==> config.mk <==
export PLATFORM = sky130hd
export DESIGN_NAME = i2s_audio_tx
export DESIGN_NICKNAME = d
export VERILOG_FILES = /design/src/rtl/i2s_audio_tx_pkg.sv /design/src/rtl/i2s_audio_tx_bclk_gen.sv /design/src/rtl/i2s_audio_tx.sv
export SDC_FILE = /design/constraint.sdc
export NUM_CORES = 1
export LEC_CHECK = 0
export BUFFER_PORTS_ARGS = -buffer_cell sky130_fd_sc_hd__buf_2
export CAP_MARGIN = 30
export CORE_UTILIZATION = 53
export DETAILED_ROUTE_END_ITERATION = 10
export GPL_TIMING_DRIVEN = 0
export HOLD_SLACK_MARGIN = 0.08
export PLACE_DENSITY_LB_ADDON = 0.12
export SETUP_SLACK_MARGIN = 0.2
export SLEW_MARGIN = 25
export SYNTH_ARGS = -nofsm -noshare
export SYNTH_HDL_FRONTEND = slang
export SYNTH_SLANG_ARGS = --single-unit
==> constraint.sdc <==
create_clock -name clk -period 3 [get_ports clk]
set_input_delay 0.3 -clock clk [delete_from_list [all_inputs] [get_ports clk]]
set_output_delay 0.3 -clock clk [all_outputs]
set_load 0.02 [all_outputs]
==> src/rtl/i2s_audio_tx_pkg.sv <==
// Shared defaults for the I2S transmitter: sample width, 28 MHz BCLK divider and frame length.
package i2s_audio_tx_pkg;
  localparam int SAMPLE_W_DEF  = 16;
  localparam int BCLK_HALF_DEF = 9;   // 28 MHz / 18 = 1.556 MHz BCLK, 48.6 kHz fs
  localparam int FRAME_LEN_DEF = 2 * SAMPLE_W_DEF;
endpackage

==> src/rtl/i2s_audio_tx_bclk_gen.sv <==
// BCLK prescaler: toggles bclk every BCLK_HALF enabled cycles and flags the cycle where bclk falls.
module i2s_bclk_gen
  import i2s_audio_tx_pkg::*;
#(
  parameter int BCLK_HALF = BCLK_HALF_DEF
) (
  input  logic clk,
  input  logic rst_n,
  input  logic en_i,
  output logic bclk_o,
  output logic fall_o
);
  localparam int CNT_W = (BCLK_HALF > 1) ? $clog2(BCLK_HALF) : 1;
  localparam logic [CNT_W-1:0] CNT_MAX = CNT_W'(BCLK_HALF - 1);

  logic [CNT_W-1:0] cnt_q, cnt_d;
  logic             bclk_q, bclk_d;
  logic             tc;

  always_comb begin
    tc     = (cnt_q == CNT_MAX);
    cnt_d  = cnt_q;
    bclk_d = bclk_q;
    if (!en_i) begin
      cnt_d  = '0;
      bclk_d = 1'b0;
    end else if (tc) begin
      cnt_d  = '0;
      bclk_d = ~bclk_q;
    end else begin
      cnt_d = cnt_q + CNT_W'(1);
    end
  end

  // Asserted during the cycle whose closing edge drives bclk 1->0.
  assign fall_o = en_i && tc && bclk_q;
  assign bclk_o = bclk_q;

  always_ff @(posedge clk or negedge rst_n) begin
    if (!rst_n) begin
      cnt_q  <= '0;
      bclk_q <= 1'b0;
    end else begin
      cnt_q  <= cnt_d;
      bclk_q <= bclk_d;
    end
  end
endmodule

==> src/rtl/i2s_audio_tx.sv <==
// Philips I2S master transmitter: double-buffered 16-bit stereo pairs, one pair per 2*SAMPLE_W-slot frame.
// Build option I2S_TX_UNDERRUN_MUTE_EN: an underrun frame sends silence instead of repeating the last pair.
module i2s_audio_tx
  import i2s_audio_tx_pkg::*;
#(
  parameter int BCLK_HALF = BCLK_HALF_DEF,
  parameter int SAMPLE_W  = SAMPLE_W_DEF
) (
  input  logic                       clk,
  input  logic                       rst_n,
  input  logic                       en,
  input  logic signed [SAMPLE_W-1:0] left,
  input  logic signed [SAMPLE_W-1:0] right,
  input  logic                       sample_valid,
  output logic                       sample_ready,
  output logic                       i2s_bclk,
  output logic                       i2s_ws,
  output logic                       i2s_data,
  output logic                       frame_strobe,
  output logic                       underrun
);
  localparam int FRAME_LEN = 2 * SAMPLE_W;
  localparam int SLOT_W    = $clog2(FRAME_LEN);
  localparam logic [SLOT_W-1:0] LAST_SLOT  = SLOT_W'(FRAME_LEN - 1);
  localparam logic [SLOT_W-1:0] RIGHT_SLOT = SLOT_W'(SAMPLE_W);
  localparam logic [SLOT_W-1:0] LOAD_SLOT  = SLOT_W'(1);

  logic                 fall;
  logic [FRAME_LEN-1:0] hold_q, hold_d;
  logic                 hold_full_q, hold_full_d;
  logic [FRAME_LEN-1:0] prev_q, prev_d;
  logic [FRAME_LEN-1:0] sh_q, sh_d;
  logic [SLOT_W-1:0]    slot_q, slot_d, slot_nx;
  logic                 ws_q, ws_d;
  logic                 data_q, data_d;
  logic                 strobe_q, strobe_d;
  logic                 under_q, under_d;
  logic [FRAME_LEN-1:0] src;

  i2s_bclk_gen #(.BCLK_HALF(BCLK_HALF)) u_bclk (
    .clk   (clk),
    .rst_n (rst_n),
    .en_i  (en),
    .bclk_o(i2s_bclk),
    .fall_o(fall)
  );

  always_comb begin
    hold_d      = hold_q;
    hold_full_d = hold_full_q;
    prev_d      = prev_q;
    sh_d        = sh_q;
    slot_d      = slot_q;
    ws_d        = ws_q;
    data_d      = data_q;
    strobe_d    = 1'b0;
    under_d     = 1'b0;
    slot_nx     = (slot_q == LAST_SLOT) ? '0 : slot_q + SLOT_W'(1);
`ifdef I2S_TX_UNDERRUN_MUTE_EN
    src = hold_full_q ? hold_q : '0;
`else
    src = hold_full_q ? hold_q : prev_q;
`endif

    // Handshake stays live while disabled so one pair can be queued.
    if (sample_valid && !hold_full_q) begin
      hold_d      = {left, right};
      hold_full_d = 1'b1;
    end

    if (!en) begin
      slot_d = LAST_SLOT;
      ws_d   = 1'b0;
      data_d = 1'b0;
    end else if (fall) begin
      slot_d = slot_nx;
      ws_d   = (slot_nx >= RIGHT_SLOT);
      if (slot_nx == LOAD_SLOT) begin
        // Slot 1 carries the left MSB; slot 0 of the next frame carries the right LSB.
        data_d   = src[FRAME_LEN-1];
        sh_d     = {src[FRAME_LEN-2:0], 1'b0};
        prev_d   = src;
        strobe_d = 1'b1;
        under_d  = !hold_full_q;
        if (hold_full_q) hold_full_d = 1'b0;
      end else begin
        data_d = sh_q[FRAME_LEN-1];
        sh_d   = {sh_q[FRAME_LEN-2:0], 1'b0};
      end
    end
  end

  always_ff @(posedge clk or negedge rst_n) begin
    if (!rst_n) begin
      hold_q      <= '0;
      hold_full_q <= 1'b0;
      prev_q      <= '0;
      sh_q        <= '0;
      slot_q      <= LAST_SLOT;
      ws_q        <= 1'b0;
      data_q      <= 1'b0;
      strobe_q    <= 1'b0;
      under_q     <= 1'b0;
    end else begin
      hold_q      <= hold_d;
      hold_full_q <= hold_full_d;
      prev_q      <= prev_d;
      sh_q        <= sh_d;
      slot_q      <= slot_d;
      ws_q        <= ws_d;
      data_q      <= data_d;
      strobe_q    <= strobe_d;
      under_q     <= under_d;
    end
  end

  assign sample_ready = ~hold_full_q;
  assign i2s_ws       = ws_q;
  assign i2s_data     = data_q;
  assign frame_strobe = strobe_q;
  assign underrun     = under_q;
endmodule

==> metrics.md <==
| Metric | Value |
|---|---|
| I/O pin total | `42` |
| RSZ-0062 raised after global routing | `true` |
| Initial antenna violation count | `0` |
| Die Y | `about 100 um` |
| Worst reg-to-reg path cell count | `8` |
| Root Driver | `clkbuf_8` |
| Num CTS Buffers | `9` |
| P_leak | `~0.0028 uW` |
| Final HPWL DP | `6.39 mm` |
| Post-synthesis adder-cell area fraction | `roughly 1.2%` |
| CTS tree | `done` |
| Routed len/inst | `16.9 um` |
| Yosys top cell area share | `about half` |
| Synthesized flop and latch total | `110` |
| Compound-cell area share of the yosys netlist | `approximately an eighth` |
| Post-route ant nets | `0` |
| Router iterations before antenna repair | `4` |
| Top cells by count, synth | `105 x dfrtp_1, 38 x nand2_1, 33 x mux2_2` |
| Max Root-Sink Buffers | `2` |
| Total Wirelength | `between 9 and 10 mm` |
| Worst EP arrival | `roughly 2.8 ns` |
| Synth area leader | `dfrtp_1` |
| Top post-synthesis cells by area | `dfrtp_1 51%, mux2_4 8.5%, mux2_2 7.3%` |
| Mux contribution to synthesized area | `between 20% and 30%` |
| Core area | `approximately 9300 um^2` |
| Sequential fraction of the synthesis area | `~54%` |
| Startpoint types | `register` |
| Post-synthesis cell area | `approximately 5100 um^2` |
| Via/cell ratio | `5.65` |
| Sum Neg Setup Slack | `0 ns` |
| I/O Buffers | `40` |
| Status | `finished, final reports clean` |
| Vias in the first global route | `~3300` |
| Die area | `just over 10000 um^2` |
| Fraction of registers with async set/reset | `100%` |
| Final min period | `~2.6 ns` |
| Final-report hold violation count | `0` |
| Nets | `between 400 and 500` |
| Max rail drop VDD | `0.357 mV` |
| Max Cap Violations | `0` |
| Mapped Cells | `391` |
| Worst-path fanout max | `10` |
| Post-synthesis xor/xnor area fraction | `0.685%` |
| Row count | `35` |
| Pin count of the biggest net entering global routing | `72` |
| P&R area growth vs syn | `12.4%` |
| Number of synthesized flops with an enable pin | `0` |
| Required time of the critical path | `between 3 and 4 ns` |
| Netlist cell types | `slightly above 40` |
| Grt ovf | `0` |
| Net count after synthesis | `432` |
| Skew-Pair Late Insertion Delay | `0.37 ns` |
| PwrDens | `approximately 470 nW/um^2` |
| Yosys warnings | `0` |
| Post-Syn Area per Cell | `13.1 um^2` |
| Initial Util | `a little under three fifths` |
| # H-tree levels | `3` |
| First-pass GRT wire length | `roughly 17 mm` |
| Fraction of layout cells with a size suffix above 1 | `33.0%` |
| Fin. max-slew vios | `0` |
| Synth Area in Simple Gates | `under 10%` |
| Total global-route track usage | `a little over a fifth` |
| Max-slew headroom | `between 50 and 60%` |
| Area after DPL | `around 5500 um^2` |
| Peak Freq | `387 MHz` |
| Clock transition at path regs | `around 0.1 ns` |
| Most frequent cell after synthesis | `dfrtp_1` |
| Hold depth | `2` |
| DRC | `0` |
| Worst min path class | `in -> reg` |
| Power, Total | `around 2700 uW` |
| Largest family of logic cells by synthesized area | `multiplexers` |
| Die Wd | `100 um` |
| Post-route cell area | `roughly 5800 um^2` |
| Setup Skew | `0.0148 ns` |
| Final period util | `between 80% and 90%` |
| DR iter-0 viols | `~100` |
| Setup CP Type | `reg -> reg` |
| Worst-Margin Slew | `roughly 0.68 ns` |
| Via Count | `approximately 3300` |
| Antenna cells | `0` |
| Setup violators final | `0` |
| # clock sinks | `110` |
| Crit end category | `register` |
| RePlAce Congestion | `~0.76` |
| Top FF cell, synth | `dfrtp_1` |
==> area by class of cell <==
class	count	area, um^2
inverter	5	18.8
clock buffer	10	138
tap	129	161
fill	763	3530
sequential	110	2760
buffer	32	160
clock inverter	5	83.8
multi-input combinational	244	2190
timing repair buffer	42	244
==> path summary, 6_finish.rpt <==
kind / from / endpoint / slack (ns)
hold reg to reg: sh_q[23] / sh_q[23] / 0.50
hold / removal: sample_valid / hold_full_q / 0.14
setup reg to reg: slot_q[0] / prev_q[17] / 0.41
setup / recovery: slot_q[0] / prev_q[17] / 0.41
min in group asynchronous: rst_n / u_bclk.cnt_q[0] / 0.39
max in group asynchronous: rst_n / slot_q[0] / 1.90
==> routing by layer <==
| metal | global-route usage, % | share of wire (%) | up-vias |
|---|---|---|---|
| met2 | 33.3 | 47 | 52 |
| met4 | 5.80 | 1.0 | 0 |
| met3 | 4.39 | 3.0 | 7 |
| met5 | 0 | 0 | - |
| met1 | 31.1 | 49 | 1651 |
| li1 | - | - | 1550 |
==> cells in the final DEF, fill, tap and decap left out, types with 5 or more instances in the layout <==
cell type,synthesis,routed
ha_1,5,5
mux2i_1,31,31
nand3_1,6,6
dfrtp_1,105,105
dfstp_2,5,5
mux2_2,33,33
clkbuf_8,0,10
o311ai_1,26,26
nand2_1,38,38
buf_2,11,49
clkbuf_1,14,14
inv_1,5,5
o211ai_1,30,30
mux2_4,29,29
==> power breakdown <==
| group | internal [uW] | total (uW) | leakage (uW) | switching (uW) |
|---|---|---|---|---|
| Clock | 490 | 974 | 0.000105 | 484 |
| Combinational | 80.8 | 153 | 0.00126 | 72.6 |
| Sequential | 1540 | 1580 | 0.00146 | 42.5 |
| Total | 2110 | 2710 | 0.00283 | 599 |
==> sequential cells by signal, summed over array words and instances (netlist names), 4 cells and up <==
signal / flops
sh_q: 31
hold_q: 32
prev_q: 32
u_bclk.cnt_q: 4
slot_q: 5
==> worst max-delay path, stage by stage (launching register included) <==
cell,delay [ns]
dfstp_2,0.59
ha_1,0.23
and3_1,0.20
ha_1,0.25
nor4_2,0.24
and2_2,0.24
nand4_4,0.18
buf_6,0.23
mux2_4,0.31
==> through the flow <==
stage	cells	worst slack, ns	util (%)	hold WS (ns)
6_report	577	0.413	62.0	0.136
5_1_grt	577	0.210	62.0	0.134
4_1_cts	577	0.358	61.9	0.124
3_5_place_dp	561	0.397	59.4	0.233
3_3_place_gp	560	0.331	59.0	0.467
2_1_floorplan	391	0.603	-	0.00441
==> cell families (layout without fill, tap and decap cells) <==
family                     Yosys count  in the layout
DFF                                110            110
muxes                               96             96
AOI/OAI and AO/OA                   73             73
and+or+nand+nor                     66             66
buffers and inverters               37             94
adders and majority gates            5              5
xor gates and xnor gates             4              4
==> what timing repair did <==
| action | in CTS | in global routing |
|---|---|---|
| hold buffers | 1 | 0 |
| resized for setup | 0 | 3 |
| endpoints found under the setup margin | 0 | 25 |
| hold endpoints to repair | 39 | 0 |
| setup buffers | 0 | 0 |
(Power assumes the default switching activity.)
